File: src/rtl/dcp_way_partitioner.sv
// Two-domain way-partition controller: counts misses per domain over fixed epochs
// and moves one way per epoch toward the hungrier domain, flushing it first.
module dcp_way_partitioner #(
  parameter int NUM_WAYS  = 8,
  parameter int EPOCH_LEN = 256,
  parameter int CNT_W     = 16,
  parameter int MIN_WAYS  = 1,
  parameter int HYST      = 4
) (
  input  logic                        clk,
  input  logic                        reset,
  input  logic                        req_valid,
  input  logic                        req_domain,
  input  logic                        req_hit,
  output logic [NUM_WAYS-1:0]         way_mask_d0,
  output logic [NUM_WAYS-1:0]         way_mask_d1,
  output logic [$clog2(NUM_WAYS):0]   boundary,
  output logic                        flush_valid,
  output logic [$clog2(NUM_WAYS)-1:0] flush_way,
  input  logic                        flush_ready,
  output logic                        busy
);
  localparam int WW = $clog2(NUM_WAYS);
  localparam int BW = WW + 1;
  localparam int EW = (EPOCH_LEN > 1) ? $clog2(EPOCH_LEN) : 1;

  localparam logic [1:0] ST_COUNT  = 2'd0;
  localparam logic [1:0] ST_DECIDE = 2'd1;
  localparam logic [1:0] ST_FLUSH  = 2'd2;

  localparam logic [CNT_W-1:0]    CNT_MAX   = '1;
  localparam logic [CNT_W:0]      HYST_V    = (CNT_W+1)'(HYST);
  localparam logic [BW-1:0]       B_MIN     = BW'(MIN_WAYS);
  localparam logic [BW-1:0]       B_MAX     = BW'(NUM_WAYS - MIN_WAYS);
  localparam logic [BW-1:0]       B_RST     = BW'(NUM_WAYS / 2);
  localparam logic [EW-1:0]       EP_LAST   = EW'(EPOCH_LEN - 1);
  localparam logic [NUM_WAYS-1:0] MASK0_RST = {{(NUM_WAYS/2){1'b0}}, {(NUM_WAYS/2){1'b1}}};

  logic [1:0]          state_q, state_d;
  logic [EW-1:0]       epoch_q, epoch_d;
  logic [CNT_W-1:0]    miss0_q, miss0_d, miss1_q, miss1_d;
  logic [CNT_W-1:0]    snap0_q, snap0_d, snap1_q, snap1_d;
  logic [CNT_W-1:0]    miss0_live, miss1_live;
  logic [BW-1:0]       b_q, b_d;
  logic                dir_q, dir_d;
  logic                fvalid_q, fvalid_d;
  logic [WW-1:0]       fway_q, fway_d;
  logic [NUM_WAYS-1:0] mask0_q, mask0_d, mask1_q, mask1_d;
  logic                busy_q, busy_d;
  logic                is_miss;

  always_comb begin
    is_miss    = req_valid && !req_hit;
    miss0_live = miss0_q;
    miss1_live = miss1_q;
    if (is_miss && !req_domain && miss0_q != CNT_MAX) miss0_live = miss0_q + 1'b1;
    if (is_miss &&  req_domain && miss1_q != CNT_MAX) miss1_live = miss1_q + 1'b1;

    state_d  = state_q;
    epoch_d  = epoch_q;
    miss0_d  = miss0_live;
    miss1_d  = miss1_live;
    snap0_d  = snap0_q;
    snap1_d  = snap1_q;
    b_d      = b_q;
    dir_d    = dir_q;
    fvalid_d = fvalid_q;
    fway_d   = fway_q;

    case (state_q)
      ST_COUNT: begin
        if (epoch_q == EP_LAST) begin
          // the final cycle's miss belongs to the closing epoch, not the next one
          snap0_d = miss0_live;
          snap1_d = miss1_live;
          miss0_d = '0;
          miss1_d = '0;
          epoch_d = '0;
          state_d = ST_DECIDE;
        end else begin
          epoch_d = epoch_q + 1'b1;
        end
      end
      ST_DECIDE: begin
        if (({1'b0, snap1_q} > ({1'b0, snap0_q} + HYST_V)) && (b_q > B_MIN)) begin
          dir_d    = 1'b1;
          fway_d   = WW'(b_q - 1'b1);
          fvalid_d = 1'b1;
          state_d  = ST_FLUSH;
        end else if (({1'b0, snap0_q} > ({1'b0, snap1_q} + HYST_V)) && (b_q < B_MAX)) begin
          dir_d    = 1'b0;
          fway_d   = b_q[WW-1:0];
          fvalid_d = 1'b1;
          state_d  = ST_FLUSH;
        end else begin
          state_d  = ST_COUNT;
        end
      end
      ST_FLUSH: begin
        if (fvalid_q && flush_ready) begin
          b_d      = dir_q ? (b_q - 1'b1) : (b_q + 1'b1);
          fvalid_d = 1'b0;
          state_d  = ST_COUNT;
        end
      end
      default: state_d = ST_COUNT;
    endcase

    busy_d = (state_d != ST_COUNT);
  end

  // The moving way is withheld from both domains while it is being flushed.
  for (genvar gi = 0; gi < NUM_WAYS; gi++) begin : g_mask
    logic hole;
    assign hole        = (state_d == ST_FLUSH) && (fway_d == WW'(gi));
    assign mask0_d[gi] = (BW'(gi) <  b_d) && !hole;
    assign mask1_d[gi] = (BW'(gi) >= b_d) && !hole;
  end

  always_ff @(posedge clk or negedge reset) begin
    if (!reset) begin
      state_q  <= ST_COUNT;
      epoch_q  <= '0;
      miss0_q  <= '0;
      miss1_q  <= '0;
      snap0_q  <= '0;
      snap1_q  <= '0;
      b_q      <= B_RST;
      dir_q    <= 1'b0;
      fvalid_q <= 1'b0;
      fway_q   <= '0;
      mask0_q  <= MASK0_RST;
      mask1_q  <= ~MASK0_RST;
      busy_q   <= 1'b0;
    end else begin
      state_q  <= state_d;
      epoch_q  <= epoch_d;
      miss0_q  <= miss0_d;
      miss1_q  <= miss1_d;
      snap0_q  <= snap0_d;
      snap1_q  <= snap1_d;
      b_q      <= b_d;
      dir_q    <= dir_d;
      fvalid_q <= fvalid_d;
      fway_q   <= fway_d;
      mask0_q  <= mask0_d;
      mask1_q  <= mask1_d;
      busy_q   <= busy_d;
    end
  end

  assign way_mask_d0 = mask0_q;
  assign way_mask_d1 = mask1_q;
  assign boundary    = b_q;
  assign flush_valid = fvalid_q;
  assign flush_way   = fway_q;
  assign busy        = busy_q;

endmodule

File: config.mk
export PLATFORM = sky130hd
export DESIGN_NAME = dcp_way_partitioner
export DESIGN_NICKNAME = d
export VERILOG_FILES = /design/src/rtl/dcp_way_partitioner.sv
export SDC_FILE = /design/constraint.sdc
export NUM_CORES = 1
export LEC_CHECK = 0
export CORE_UTILIZATION = 60
export CTS_BUF_LIST = sky130_fd_sc_hd__clkbuf_8
export DETAILED_ROUTE_END_ITERATION = 6
export HOLD_SLACK_MARGIN = 0.03
export PLACE_DENSITY = 0.84
export SLEW_MARGIN = 10
export SYNTH_ARGS = -nofsm -noshare
export SYNTH_HDL_FRONTEND = slang
export SYNTH_SLANG_ARGS = --single-unit
File: constraint.sdc
create_clock -name clk -period 5.2 [get_ports clk]
set_input_delay 0.78 -clock clk [delete_from_list [all_inputs] [get_ports clk]]
set_output_delay 0.78 -clock clk [all_outputs]
set_load 0.05 [all_outputs]
==> flow_summary_export.csv <==
group,metric,value,unit
setup_path,crit_buf_inv,0,
cells_and_area,antenna_cells,0,
setup_path,endpoint_kind,"flip-flop",
cells_and_area,syn_to_final_growth,11.0,%
clocking,cts_root_buffer,"clkbuf_8",
sta,max_freq,0.238,GHz
die,start_util,62.4,%
setup_path,timing.rr.end,"way_mask_d0[6]$_DFF_PN0_",
sta,period_share,80.8,%
detailed_routing,viasPerCell,5.99,
global_route,grt_pass1_vias,4170,
global_route,grt_antenna_before_repair,0,
clocking,htreeDepth,3,
synthesis,seq_area_frac_synth,46.0,%
place,place_hpwl,8210,um
cells_and_area,fin_nets,628,
power_and_ir_drop,power.leakage,2.68,nW
place,gp_congestion,0.929,
detailed_routing,drc,0,
synthesis,yosysTopAreaCellShare,41.7,%
sta,slew-limit-headroom,42.6,%
clocking,hold_buffers,0,
synthesis,synthAdderAreaFrac,8.93,%
clocking,cts_buffers,9,
setup_path,cp_top_family,"simple AND/OR/NAND/NOR gates",
setup_path,worst_ep_required_time,5.43,ns
setup_path,critPathCapture,"way_mask_d0[6]$_DFF_PN0_",
synthesis,yosysUniqueCellTypes,57,
setup_path,path_max_fanout,8,
detailed_routing,num_vias,4168,
global_route,gr-usage-all-layers,25.3,%
detailed_routing,ant_nets,0,
power_and_ir_drop,p_int,1.09,mW
die,die_x,97.4,um
synthesis,synthesis.nets,598,
clocking,ctsResizeCount,0,
clocking,postCtsSetupRepairBufs,0,
synthesis,synth_top_cell_by_area,"dfrtp_1",
clocking,clk_latency,0.37,ns
cells_and_area,drive_gt1_share,7.99,%
synthesis,ys_top_cells_by_area,"dfrtp_1 42%, ha_1 8.9%, xor2_1 6.6%",
die,die_area,9490,um2
die,fp.coreArea,8760,um2
setup_path,crit_chain,"ha_1 > and3_1 > nand2_1 > nor2_1 > and3_1 > nand3_1 > xor2_1 > ha_1 > nand3_1 > nor4_1 > a21boi_1 > and4b_1 > o21ai_4 > a21oi_2 > nor3_4 > a21oi_1",
detailed_routing,drtIter0Drc,204,
die,fp.dieH,97.4,um
synthesis,ys_async_sr_fraction,100,%
synthesis,ys_top_cells_by_count,"91 x dfrtp_1, 84 x nor2_1, 55 x a21oi_1",
cells_and_area,final_cells,696,
sta,grt_setup_unrepaired,"no",
place,place_area,5860,um2
synthesis,yosysWarningCount,0,
clocking,clock-sinks,100,
cells_and_area,fin_area,6070,um2
synthesis,ys_seq_elements,100,
synthesis,synth_top_family_by_area,"simple AND/OR/NAND/NOR gates",
place,dp_cells,680,
status,outcome,"finished, final reports clean",
setup_path,startpoint,"snap1_q[3]$_DFFE_PN0P_",
sta,tns,0,ns
setup_path,path_class,"flip-flop to flip-flop",
global_route,grt_pass1_wl,19300,um
clocking,clock_path_buffers,2,
synthesis,synth_edf_count,0,
detailed_routing,wire_per_inst,15.9,um
worst_hold_path,hold_class,"input pin to asynchronous set/reset pin",
power_and_ir_drop,ir_worst_vdd,0.227,mV
power_and_ir_drop,power_switching,0.371,mW
sta,hold_viol,0,
setup_path,startpoint_type,"flip-flop",
sta,worst_slack,0.998,ns
detailed_routing,drt_wl_total,11100,um
synthesis,synthMostInstantiatedCell,"dfrtp_1",
detailed_routing,drt_first_pass_iters,5,
sta,final.setup_skew,0.0118,ns
global_route,overflow,0,
power_and_ir_drop,combPwrFrac,7.1,%
setup_path,reg2reg_from,"snap1_q[3]$_DFFE_PN0P_",
place,pre_cts_slack,1.14,ns
die,rows,34,
sta,worst_pin_slew,0.861,ns
clocking,cts_tree,"yes",
setup_path,cp_slowest_stage_delay,0.47,ns
cells_and_area,fillers,676,
power_and_ir_drop,clkPwrFrac,34.9,%
synthesis,syn_avg_cell_area,9.88,um2
setup_path,crit_cells,16,
synthesis,synth_flop_cell,"dfrtp_1",
sta,slew_violations,0,
sta,fin_crit,4.20,ns
synthesis,syn_inst,553,
global_route,grt_start_max_net_pins,54,
synthesis,synth_compound_area_share,12.5,%
power_and_ir_drop,p_sw_share,25.4,%
place,io_buffer_count,30,
sta,setup_violations,0,
power_and_ir_drop,pwr-share-seq,58.0,%
setup_path,reg2regPathDepth,16,
synthesis,synth_mux_area_share,0.755,%
cells_and_area,fin_util,69.2,%
setup_path,cp_slowest_cell,"nor4_1",
power_and_ir_drop,pwr_density_cell,241,nW/um2
synthesis,synthSimpleGateAreaFrac,19.7,%
setup_path,rrSetupSlack,1.0,ns
synthesis,syn_area,5470,um2
die,io_pins,31,
clocking,clkTransAtPathRegs,0.10,ns
job,maxCapViolCount,0,
synthesis,synth-xor-area-share,10.1,%
setup_path,crit_arrival,4.43,ns
## power groups by stage
stage                     logic, mW  clock network (mW)  registers, mW
after floorplan              0.0664                   0          0.855
after global placement        0.101                   0          0.861
after detailed placement      0.106                   0          0.863
after CTS                     0.106               0.525          0.848
after global routing          0.119               0.554          0.854
final                         0.103               0.512          0.849
## routing by layer
layer  up-vias  GRT usage, %  part of all wire [%]  routed length (um)
met5         -             0                     0                   0
met4         0          8.94                   2.4                 265
met3        34          4.82                   3.6                 404
met2        78          43.2                    51                5600
met1      2052          32.1                    43                4800
li1       2004             -                     -                   -
## per-stage QoR
stage                     hold slack [ns]  power (mW)
after floorplan                     0.468       0.922
after global placement              0.487       0.962
after detailed placement            0.493       0.968
after CTS                           0.433        1.48
after global routing                0.474        1.53
final                               0.414        1.46
## state kept, by name (all words and copies together), names as in the netlist
register     flops
boundary         4
busy             1
dir_q            1
epoch_q          8
flush_valid      1
flush_way        3
miss0_q         16
miss1_q         16
snap0_q         16
snap1_q         16
state_q          2
way_mask_d0      8
way_mask_d1      8
## layout by cell type, fill, tap and decap left out, types with 4 or more instances in the layout
master / Yosys / routed
xnor2_1: 22 / 22
a21oi_1: 55 / 55
clkbuf_8: 0 / 10
clkdlybuf4s50_1: 0 / 29
nor2_1: 84 / 84
and3_1: 22 / 21
nand4_1: 14 / 14
nand2_1: 25 / 25
nor2b_1: 5 / 5
dfrtp_1: 91 / 91
nand3_1: 31 / 31
and4_1: 4 / 4
ha_1: 39 / 39
xor2_1: 41 / 41
dfstp_2: 9 / 9
and2_1: 6 / 6
a21boi_1: 9 / 9
inv_1: 15 / 15
o21ai_0: 12 / 12
## how the worst min path moves through the flow
| stage | startpoint | endpoint | slack (ns) | cells past startpoint |
|---|---|---|---|---|
| final | reset | epoch_q[4]$_DFFE_PN0N_ | 0.41 | 1 |
| after detailed placement | epoch_q[4]$_DFFE_PN0N_ | epoch_q[4]$_DFFE_PN0N_ | 0.49 | 1 |
| after CTS | reset | snap0_q[14]$_DFFE_PN0P_ | 0.43 | 1 |
| after floorplan | epoch_q[4]$_DFFE_PN0N_ | epoch_q[4]$_DFFE_PN0N_ | 0.47 | 1 |
| after global placement | epoch_q[4]$_DFFE_PN0N_ | epoch_q[4]$_DFFE_PN0N_ | 0.49 | 1 |
| after global routing | reset | epoch_q[3]$_DFFE_PN0N_ | 0.47 | 1 |
## area by class of cell
cell class | instances | area [um2] | share of cell area, %
clock buffers | 10 | 138 | 2.27
clock inverters | 6 | 70.1 | 1.15
inverters | 15 | 56.3 | 0.928
multi-input cells | 425 | 2840 | 46.8
flip-flops and latches | 100 | 2510 | 41.4
well taps | 108 | 135 | 2.23
repair buffers | 32 | 313 | 5.15
## cell families (layout without fill, tap and decap cells)
group | after synthesis | count (layout)
simple gates | 216 | 216
mux | 4 | 4
fa+ha+maj | 39 | 39
flops | 100 | 100
xor+xnor | 63 | 63
buf+inv | 28 | 63
compound gates | 103 | 103
Note: power is estimated with default switching activity, not from simulation.
==> RTL edit, RTL diff (same flow settings) <==
`CNT_W`: 16 -> 20.
--- a/src/rtl/dcp_way_partitioner.sv
+++ b/src/rtl/dcp_way_partitioner.sv
@@ -3,7 +3,7 @@
 module dcp_way_partitioner #(
   parameter int NUM_WAYS  = 8,
   parameter int EPOCH_LEN = 256,
-  parameter int CNT_W     = 16,
+  parameter int CNT_W     = 20,
   parameter int MIN_WAYS  = 1,
   parameter int HYST      = 4
 ) (
Check against the original RTL: no difference found for any inputs over 10 cycles, from zero or initial values and one cycle with reset low; that may be too few to reach the edited logic, so the function may still have changed.
==> RTL edit against the original RTL <==
  * Design area is 21% higher
  * Sequential cell count rose by 16
  * Critical path depth down 2
  * Routed wire length rose by 31%
  * Setup slack improved by 110 ps
  * Largest cell class unchanged
  * Area after synthesis increased by 19%
Power is not compared: it rests on default switching activity, and its combinational part moved more than twofold at a synthesized area within 25%.
==> RTL edit: results (changes against the original RTL) <==
placed inst area=6953 um2 (+19%); met2 WL post-DR=7.081 mm (+27%); DP HPWL=10.50 mm (+28%); final wirelength=14.50 mm (+31%); WL met1=6.355 mm (+32%); slowest cell delay on critical path=500 ps (+30 ps); DR WL met3=725 um (+79%); Synth cell types=61 (+7.0%); Clock Latency Late Sink=450 ps (+80 ps); highest net fanout along the worst path=10 (+2); GR Util All Layers=27.78% (+2.5 points); initial DRC count=390 (+91%); R2R Setup Slk=1110 ps (+110 ps); vias in the first global route=5080 (+22%); routed vias/inst=5.980 (-0.14%); critical path endpoint=way_mask_d0[2]; CP Launch Point=snap0_q[7]; Worst EP arrival=4470 ps (+40 ps); RePlAce Congestion=0.9126 (-1.8%); M3 GR Usage=6.009% (+1.2 points); fin nets=767 (+22%); Tcrit/Tclk final=78.74% (-2.1 points); met1 usage=36.06% (+3.9 points); Final Skew=12.61 ps (+0.7990 ps); status=complete, no violations; Relative slew margins=34.34% (-8.3 points); clock-pin transition on the worst setup and hold timing paths=70 ps (-30 ps); first-pass GRT wire length=24.18 mm (+25%); cells after synthesis=679 (+23%); most frequent cells after synthesis=nor2_1 (118), dfrtp_1 (107), a21oi_1 (61); share of post-route cells with drive strength above 1=9.766% (+1.8 points); CTS Buf Count=17 (+8); pin count of the biggest net entering global routing=107 (+98%)
[RTL edit: cell types whose count changed after synthesis, sizes merged, moves of 9 or more]
cell / before / now
nand2: 25 / 42
xnor2: 22 / 42
nor2: 84 / 118
nand3: 31 / 41
a31oi: 3 / 12
a21boi: 9 / 0
inv: 15 / 25
dfrtp: 91 / 107
[RTL edit: how the worst min path moves through the flow]
stage               cells past startpoint        from  slack, ps         end
floorplan                               1  epoch_q[6]        440  epoch_q[6]
global placement                        1  epoch_q[4]        450  epoch_q[4]
detailed placement                      1  epoch_q[4]        460  epoch_q[4]
CTS                                     1       reset        380  miss1_q[7]
global route                            1       reset        410  miss1_q[7]
finish                                  1       reset        370  miss1_q[7]
[RTL edit: cells by family (layout without fill, tap and decap cells)]
| family | count (synthesis) | in the layout | share of synthesized area [%] |
|---|---|---|---|
| simple gates | 273 | 273 | 20.54 |
| compound gates | 120 | 120 | 12.26 |
| flops | 116 | 116 | 44.68 |
| xor+xnor | 79 | 79 | 10.61 |
| fa+ha+maj | 47 | 47 | 9.016 |
| buf+inv | 41 | 89 | 2.436 |
| mux | 3 | 3 | 0.4604 |
[RTL edit: area by class of cell]
class	count	area (um2)
Multi-Input combinational cell	522	3457
Clock buffer	18	247.7
Clock inverter	14	162.7
Tap cell	136	170.2
Fill cell	714	3053
Inverter	25	98.84
Timing Repair Buffer	32	312.8
Sequential cell	116	2914
[RTL edit: critical path: cells and delay by family, from the launching register on]
kind	cells	cell delay, ps
AO/OA/AOI/OAI	5	1520
AND/OR/NAND/NOR	6	1430
flip-flops	1	460
adder cells (fa/ha/maj)	1	300
XOR/XNOR	1	180
buffers and inverters	1	120
